### config.mk
export PLATFORM = sky130hd
export DESIGN_NAME = uart_wb_poller
export DESIGN_NICKNAME = d
export VERILOG_FILES = /design/src/rtl/uart_wb_pkg.sv /design/src/rtl/sync_fifo.sv /design/src/rtl/uart_wb_poller.sv
export SDC_FILE = /design/constraint.sdc
export NUM_CORES = 1
export LEC_CHECK = 0
export ABC_AREA = 0
export ABC_CLOCK_PERIOD_IN_PS = 6830
export CORE_MARGIN = 1.5
export CORE_UTILIZATION = 34
export CTS_CLUSTER_DIAMETER = 30
export CTS_CLUSTER_SIZE = 16
export DETAILED_ROUTE_END_ITERATION = 7
export GPL_TIMING_DRIVEN = 0
export HOLD_SLACK_MARGIN = 0.05
export PLACE_DENSITY_LB_ADDON = 0.2
export RECOVER_POWER = 50
export SYNTH_ARGS = -nofsm -noshare
export SYNTH_HDL_FRONTEND = slang
export SYNTH_SLANG_ARGS = --single-unit
### constraint.sdc
create_clock -name clk_i -period 6.83 [get_ports clk_i]
set_clock_uncertainty 0.1 [all_clocks]
set_input_delay 1.366 -clock clk_i [delete_from_list [all_inputs] [get_ports clk_i]]
set_output_delay 1.366 -clock clk_i [all_outputs]
set_load 0.01 [all_outputs]
### src/rtl/uart_wb_pkg.sv
// ----------------------------------------------------------------------------
// uart_wb_pkg
// Shared types and constants for the UART Wishbone poller.
//   state_e        : poller FSM states
//   REG_DATA       : byte offset of the UART data register
//   REG_STATUS     : byte offset of the UART status register
//   STAT_RX_READY  : status bit, received byte available
//   STAT_TX_IDLE   : status bit, transmitter idle
// ----------------------------------------------------------------------------
package uart_wb_pkg;

  typedef enum logic [2:0] {
    GAP    = 3'd0,
    POLL   = 3'd1,
    DECIDE = 3'd2,
    RD     = 3'd3,
    WR     = 3'd4
  } state_e;

  localparam logic [7:0] REG_DATA      = 8'h00;
  localparam logic [7:0] REG_STATUS    = 8'h04;
  localparam int         STAT_RX_READY = 0;
  localparam int         STAT_TX_IDLE  = 5;

endpackage

### src/rtl/sync_fifo.sv
// ----------------------------------------------------------------------------
// sync_fifo
// Single-clock FIFO with count-based full/empty and a combinational head.
//   clk_i / rst_ni : clock, synchronous active-low reset
//   push_i, data_i : write a word (ignored when full unless popping too)
//   pop_i          : drop the head word (ignored when empty)
//   data_o         : current head word
//   empty_o/full_o : occupancy flags
// DEPTH must be a power of 2 so the pointers wrap by themselves.
// ----------------------------------------------------------------------------
module sync_fifo #(
  parameter int WIDTH = 8,
  parameter int DEPTH = 4
) (
  input  logic             clk_i,
  input  logic             rst_ni,
  input  logic             push_i,
  input  logic [WIDTH-1:0] data_i,
  input  logic             pop_i,
  output logic [WIDTH-1:0] data_o,
  output logic             empty_o,
  output logic             full_o
);

  localparam int PTR_W = $clog2(DEPTH);

  logic [WIDTH-1:0] mem_q [DEPTH];
  logic [PTR_W-1:0] wr_q, rd_q;
  logic [PTR_W:0]   cnt_q;
  logic             do_push, do_pop;

  assign empty_o = (cnt_q == '0);
  assign full_o  = (cnt_q == (PTR_W+1)'(DEPTH));
  assign data_o  = mem_q[rd_q];

  // A push into a full FIFO is legal only when the head leaves in the same cycle.
  assign do_pop  = pop_i && !empty_o;
  assign do_push = push_i && (!full_o || do_pop);

  // NOTE: the storage array has no reset; the count and pointers alone decide
  // which entries are valid, so resetting the data would only cost logic.
  always_ff @(posedge clk_i) begin
    if (do_push) mem_q[wr_q] <= data_i;
  end

  // NOTE: state registers use non-blocking assignments so every flop samples
  // the values from before the clock edge, independent of statement order.
  always_ff @(posedge clk_i) begin
    if (!rst_ni) begin
      wr_q  <= '0;
      rd_q  <= '0;
      cnt_q <= '0;
    end else begin
      if (do_push) wr_q <= wr_q + PTR_W'(1);
      if (do_pop)  rd_q <= rd_q + PTR_W'(1);
      case ({do_push, do_pop})
        2'b10:   cnt_q <= cnt_q + (PTR_W+1)'(1);
        2'b01:   cnt_q <= cnt_q - (PTR_W+1)'(1);
        default: cnt_q <= cnt_q;
      endcase
    end
  end

endmodule

### src/rtl/uart_wb_poller.sv
// ----------------------------------------------------------------------------
// uart_wb_poller
// Wishbone classic master that polls a UART controller's status register,
// drains received bytes into a small RX FIFO and writes client TX bytes when
// the transmitter reports idle.
//   clk_i, rst_ni           : clock, synchronous active-low reset
//   wb_*                    : Wishbone classic master port (sel fixed 0001)
//   tx_valid_i/tx_data_i    : client byte offer, accepted while tx_ready_o
//   tx_ready_o              : TX holding register empty
//   rx_valid_o/rx_data_o    : RX FIFO head, popped by rx_ready_i
//   err_o                   : sticky bus timeout flag
// Optional feature: define UART_WB_POLLER_TIMEOUT_EN to abort a bus cycle
// that sees no ACK within TIMEOUT_CYCLES; otherwise err_o is tied 0.
// ----------------------------------------------------------------------------
module uart_wb_poller
  import uart_wb_pkg::*;
#(
  parameter int                    ADDR_WIDTH     = 32,
  parameter int                    DATA_WIDTH     = 32,
  parameter logic [ADDR_WIDTH-1:0] BASE_ADDR      = 32'h1000_0000,
  parameter int                    RX_DEPTH       = 4,
  parameter int                    POLL_GAP       = 8,
  parameter int                    TIMEOUT_CYCLES = 255
) (
  input  logic                    clk_i,
  input  logic                    rst_ni,
  output logic                    wb_cyc_o,
  output logic                    wb_stb_o,
  input  logic                    wb_ack_i,
  output logic [ADDR_WIDTH-1:0]   wb_adr_o,
  output logic [DATA_WIDTH-1:0]   wb_dat_o,
  input  logic [DATA_WIDTH-1:0]   wb_dat_i,
  output logic [DATA_WIDTH/8-1:0] wb_sel_o,
  output logic                    wb_we_o,
  input  logic                    tx_valid_i,
  input  logic [7:0]              tx_data_i,
  output logic                    tx_ready_o,
  output logic                    rx_valid_o,
  output logic [7:0]              rx_data_o,
  input  logic                    rx_ready_i,
  output logic                    err_o
);

  localparam int SEL_W = DATA_WIDTH / 8;
  localparam int GAP_W = (POLL_GAP > 1) ? $clog2(POLL_GAP + 1) : 1;

  state_e           state_q, state_d;
  logic [GAP_W-1:0] gap_q, gap_d;
  logic [7:0]       status_q, status_d;
  logic [7:0]       hold_q, hold_d;
  logic             hold_vld_q, hold_vld_d;
  logic             bus_active, timeout, rx_push, fifo_full, fifo_empty;
  logic             unused_bits;

  assign bus_active = (state_q == POLL) || (state_q == RD) || (state_q == WR);

  // Address, we and write data depend only on the state and the holding
  // register, which cannot change while a write is in flight.
  assign wb_cyc_o   = bus_active;
  assign wb_stb_o   = bus_active;
  assign wb_we_o    = (state_q == WR);
  assign wb_sel_o   = SEL_W'(1);
  assign wb_dat_o   = (state_q == WR) ? DATA_WIDTH'(hold_q) : '0;
  assign tx_ready_o = !hold_vld_q;
  assign rx_valid_o = !fifo_empty;

  always_comb begin
    wb_adr_o = '0;
    case (state_q)
      POLL:    wb_adr_o = BASE_ADDR + ADDR_WIDTH'(REG_STATUS);
      RD, WR:  wb_adr_o = BASE_ADDR + ADDR_WIDTH'(REG_DATA);
      default: wb_adr_o = '0;
    endcase
  end

  // NOTE: every signal driven here gets a default first, so no path through
  // the case statement can leave one unassigned and infer a latch.
  always_comb begin
    state_d    = state_q;
    gap_d      = gap_q;
    status_d   = status_q;
    hold_d     = hold_q;
    hold_vld_d = hold_vld_q;
    rx_push    = 1'b0;

    if (tx_valid_i && !hold_vld_q) begin
      hold_d     = tx_data_i;
      hold_vld_d = 1'b1;
    end

    case (state_q)
      GAP: begin
        // At least one GAP cycle, even when POLL_GAP is 0.
        if (int'(gap_q) + 1 >= POLL_GAP) begin
          state_d = POLL;
          gap_d   = '0;
        end else begin
          gap_d = gap_q + GAP_W'(1);
        end
      end
      POLL: begin
        if (wb_ack_i) begin
          status_d = wb_dat_i[7:0];
          state_d  = DECIDE;
        end else if (timeout) begin
          state_d = GAP;
        end
      end
      DECIDE: begin
        // Draining RX comes first so the UART receiver never overruns.
        if (status_q[STAT_RX_READY] && !fifo_full)        state_d = RD;
        else if (hold_vld_q && status_q[STAT_TX_IDLE])    state_d = WR;
        else                                              state_d = GAP;
      end
      RD: begin
        if (wb_ack_i) begin
          rx_push = 1'b1;
          state_d = GAP;
        end else if (timeout) begin
          state_d = GAP;
        end
      end
      WR: begin
        if (wb_ack_i) begin
          hold_vld_d = 1'b0;
          state_d    = GAP;
        end else if (timeout) begin
          state_d = GAP;
        end
      end
      default: state_d = GAP;
    endcase
  end

  always_ff @(posedge clk_i) begin
    if (!rst_ni) begin
      state_q    <= GAP;
      gap_q      <= '0;
      status_q   <= '0;
      hold_q     <= '0;
      hold_vld_q <= 1'b0;
    end else begin
      state_q    <= state_d;
      gap_q      <= gap_d;
      status_q   <= status_d;
      hold_q     <= hold_d;
      hold_vld_q <= hold_vld_d;
    end
  end

`ifdef UART_WB_POLLER_TIMEOUT_EN
  localparam int TO_RAW = $clog2(TIMEOUT_CYCLES + 1);
  localparam int TO_W   = (TO_RAW < 8) ? 8 : ((TO_RAW > 16) ? 16 : TO_RAW);

  logic [TO_W-1:0] to_q, to_d;
  logic            err_q;

  // The cycle is abandoned after it has been open TIMEOUT_CYCLES cycles.
  assign timeout = bus_active && !wb_ack_i && (int'(to_q) + 1 >= TIMEOUT_CYCLES);
  assign to_d    = (bus_active && !wb_ack_i && !timeout) ? to_q + TO_W'(1) : '0;
  assign err_o   = err_q;

  always_ff @(posedge clk_i) begin
    if (!rst_ni) begin
      to_q  <= '0;
      err_q <= 1'b0;
    end else begin
      to_q <= to_d;
      if (timeout) err_q <= 1'b1;
    end
  end
`else
  localparam int unused_timeout_cycles = TIMEOUT_CYCLES;

  assign timeout = 1'b0;
  assign err_o   = 1'b0;
`endif

  sync_fifo #(
    .WIDTH (8),
    .DEPTH (RX_DEPTH)
  ) u_rx_fifo (
    .clk_i   (clk_i),
    .rst_ni  (rst_ni),
    .push_i  (rx_push),
    .data_i  (wb_dat_i[7:0]),
    .pop_i   (rx_ready_i),
    .data_o  (rx_data_o),
    .empty_o (fifo_empty),
    .full_o  (fifo_full)
  );

  // Only the low byte of read data and two status bits carry meaning.
  assign unused_bits = ^{wb_dat_i[DATA_WIDTH-1:8], status_q[7:6], status_q[4:1]};

endmodule

==> run summary <==
- most frequent standard cell in the layout excluding fill and tap cells: buf_4
- Static Leak: 1.630 nW
- placed insts: 453
- share of flip-flops with an asynchronous set or reset after synthesis: 0%
- GR Util All Layers: 11.62%
- commonest cells after routing, fill and taps aside: buf_4, conb_1, clkdlybuf4s50_1
- path category of the worst min-delay check: flip-flop to flip-flop
- net total in the final layout: 412
- portion of the post-synthesis area used by sequential elements: 50.96%
- number of flops mapped to enable cells by yosys: 32
- slowest cell delay on critical path: 0.54 ns
- Detail Route met2 WL: 2484 µm
- Met3 Wirelength: 372 µm
- worst path bufs/invs: 3
- number of DRC violations after detailed routing: 0
- Seq. cell area: 0.001501 mm²
- worst-path cell chain: clkbuf_1, nor3b_1, buf_2, and2_1, clkdlybuf4s50_1
- Netlist cell types: 45
- clock root buffer: clkbuf_8
- wire length on met1: 2303 µm
- hold-critical path depth: 2
- power density cells: 192.8 mW/mm²
- vias in the first global route: 1606
- cell family contributing the most delay on the critical path: buffers and inverters
- half-perimeter wire length after detailed placement: 3750 µm
- effective utilization at floorplan: 35.50%
- placeable core region: 0.008299 mm²
- via/cell ratio: 3.968
- CP max stage cell: clkdlybuf4s50_1
- Final min period: 3.694 ns
- share of the cycle needed by the critical path after routing: 54.08%
- unrepaired setup endpoints after global routing: false
- Routed Wire Length: 5215 µm
- number of instances in the synthesized netlist: 248
- startpoint-to-endpoint class of the critical path: flip-flop to output pin
- CP startpoint kind: flip-flop
- Site Rows: 33
- Hold WS: 0.3870 ns
- insertion delay to the later sink of the worst-skew pair: 0.33 ns
- synthesized flop and latch total: 59
- remaining max-slew budget at the tightest pin: 58.34%
- final setup violating endpoints: 0
- Max IR drop VDD: 0.0001008 V
- final setup TNS: 0 ns
- maxcap violations: 0
- Mapped Avg Cell Area: 11.88 µm²
- top routing layer in use: met4
- Multi-input gate area: 0.001144 mm²
- I/O Buffers: 43
- vertical die dimension: 96.10 µm
- DR vias: 1861
- number of hold buffers added after CTS: 0
- GPL Wtd Cong: 0.7346
- io pins: 127
- number of logic stages on the critical path including buffering: 5
- share of post-route cells with drive strength above 1: 26.65%
- antenna diode count: 0
- Register-to-Register Path Depth: 9
- CP max FO: 10
- cts bufs inserted: 9
- mapped cell area: 0.002947 mm²
- status: finished clean
- final count of pins violating max slew: 0
- Worst-path clk slew: 0.06 ns
- count of filler cells inserted in the layout: 791
- post-route standard cell area excluding fillers: 0.003905 mm²
- initial antenna violation count: 0
- area of the die: 0.009234 mm²
- Cell Area, Placed: 0.003722 mm²
- largest buffer count on any clock path: 2
- wire per inst: 11.12 µm
- area added between synthesis and finish: 32.53%
- clock sink count: 59
- CTS tree: yes
- largest net degree at the start of global routing: 11
- non-filler instance count after layout: 469
- data arrival time of the critical path: 2.23 ns
- Chip Width: 96.10 µm
- Max Clock Freq: 270.7 MHz
- # H-tree levels: 3
- count of warnings emitted by yosys: 0
- dominant register cell in the synthesized netlist: edfxtp_1
- total iterations of the first detailed-routing run: 4
- data required time at the worst endpoint: 5.36 ns
- crit path capture type: output pin
- measured slew at the worst slew-check pin: 0.6249 ns
- count of cells resized by post-cts repair: 0
- Final Hold Vio Count: 0
- aggregate global routing overflow: 0
- DR iter-0 viols: 37
- buffers inserted during post-CTS setup optimization: 0
- first-pass GRT wire length: 7741 µm
- number of routed nets with antenna violations: 0
## power by group
| part | switching [mW] | leakage, nW | internal (mW) |
|---|---|---|---|
| Clock | 0.130 | 0.0971 | 0.167 |
| Combinational | 0.0331 | 1.03 | 0.0393 |
| Sequential | 0.00450 | 0.507 | 0.378 |
## routing by layer
metal,vias to the layer above,track usage [%]
met5,-,0
met4,0,3.676
met3,7,5.687
met2,59,17.37
met1,835,14.69
li1,960,-
## logic make-up (layout without fill, tap and decap cells)
family          Yosys count  after routing  share of synthesized area [%]
mux                      21             21                          10.53
simple gates             56             56                          10.45
flops                    59             59                          50.96
compound gates           21             21                          5.223
buf+inv                  76            135                          17.45
fa+ha+maj                 8              8                          3.652
xor+xnor                  5              5                          1.486
other cells               2             59                         0.2549
## final timing paths
path | slack, ns | end | startpoint
max | 3.14 | wb_dat_o[4] | state_q[1]
min | 0.39 | gap_q[3] | gap_q[3]
max reg2reg | 4.12 | u_rx_fifo.cnt_q[2] | u_rx_fifo.cnt_q[2]
min reg2reg | 0.39 | gap_q[3] | gap_q[3]
## cells in the mapped netlist, drive strengths merged (3+ instances only)
cell type	instances	area, µm²
buf	64	469.2
edfxtp	32	960.9
dfxtp	27	540.5
nor2	20	75.07
and2	13	86.33
mux2i	13	130.1
inv	8	30.03
mux4	8	180.2
ha	7	87.58
nand2	6	22.52
a21oi	4	20.02
clkbuf	3	11.26
nor2b	3	18.77
o21ai	3	15.01
xor2	3	26.28
## worst min-delay path, cell delays in order, from the launching register on
cell and delay, ns:
dfxtp_1 0.35, nand2_1 0.07, nor2_1 0.03
## flip-flops by register name, summed over array words and instances (netlist names), named ones only
| name | flops |
|---|---|
| state_q | 3 |
| u_rx_fifo.mem_q | 32 |
| hold_vld_q | 1 |
| u_rx_fifo.rd_q | 2 |
| u_rx_fifo.cnt_q | 3 |
| u_rx_fifo.wr_q | 2 |
| hold_q | 8 |
| status_q | 2 |
| gap_q | 4 |
## stage by stage
step | util [%] | setup slack (ns) | power (mW)
2_1_floorplan | - | 3.699 | 0.4430
3_3_place_gp | 44.85 | 3.100 | 0.4617
3_5_place_dp | 44.85 | 3.091 | 0.4627
4_1_cts | 47.08 | 3.083 | 0.7632
5_1_grt | 47.05 | 2.938 | 0.7836
6_report | 47.05 | 3.136 | 0.7528
## cell type report
class | instances | area share (%)
Clock inverter | 5 | 1.378
Sequential cell | 59 | 38.45
Buffer | 67 | 12.27
Tap cell | 105 | 3.364
Inverter | 9 | 0.8651
Clock buffer | 11 | 3.364
Multi-Input combinational cell | 170 | 29.29
Timing Repair Buffer | 43 | 11.02
(Power assumes the default switching activity.)
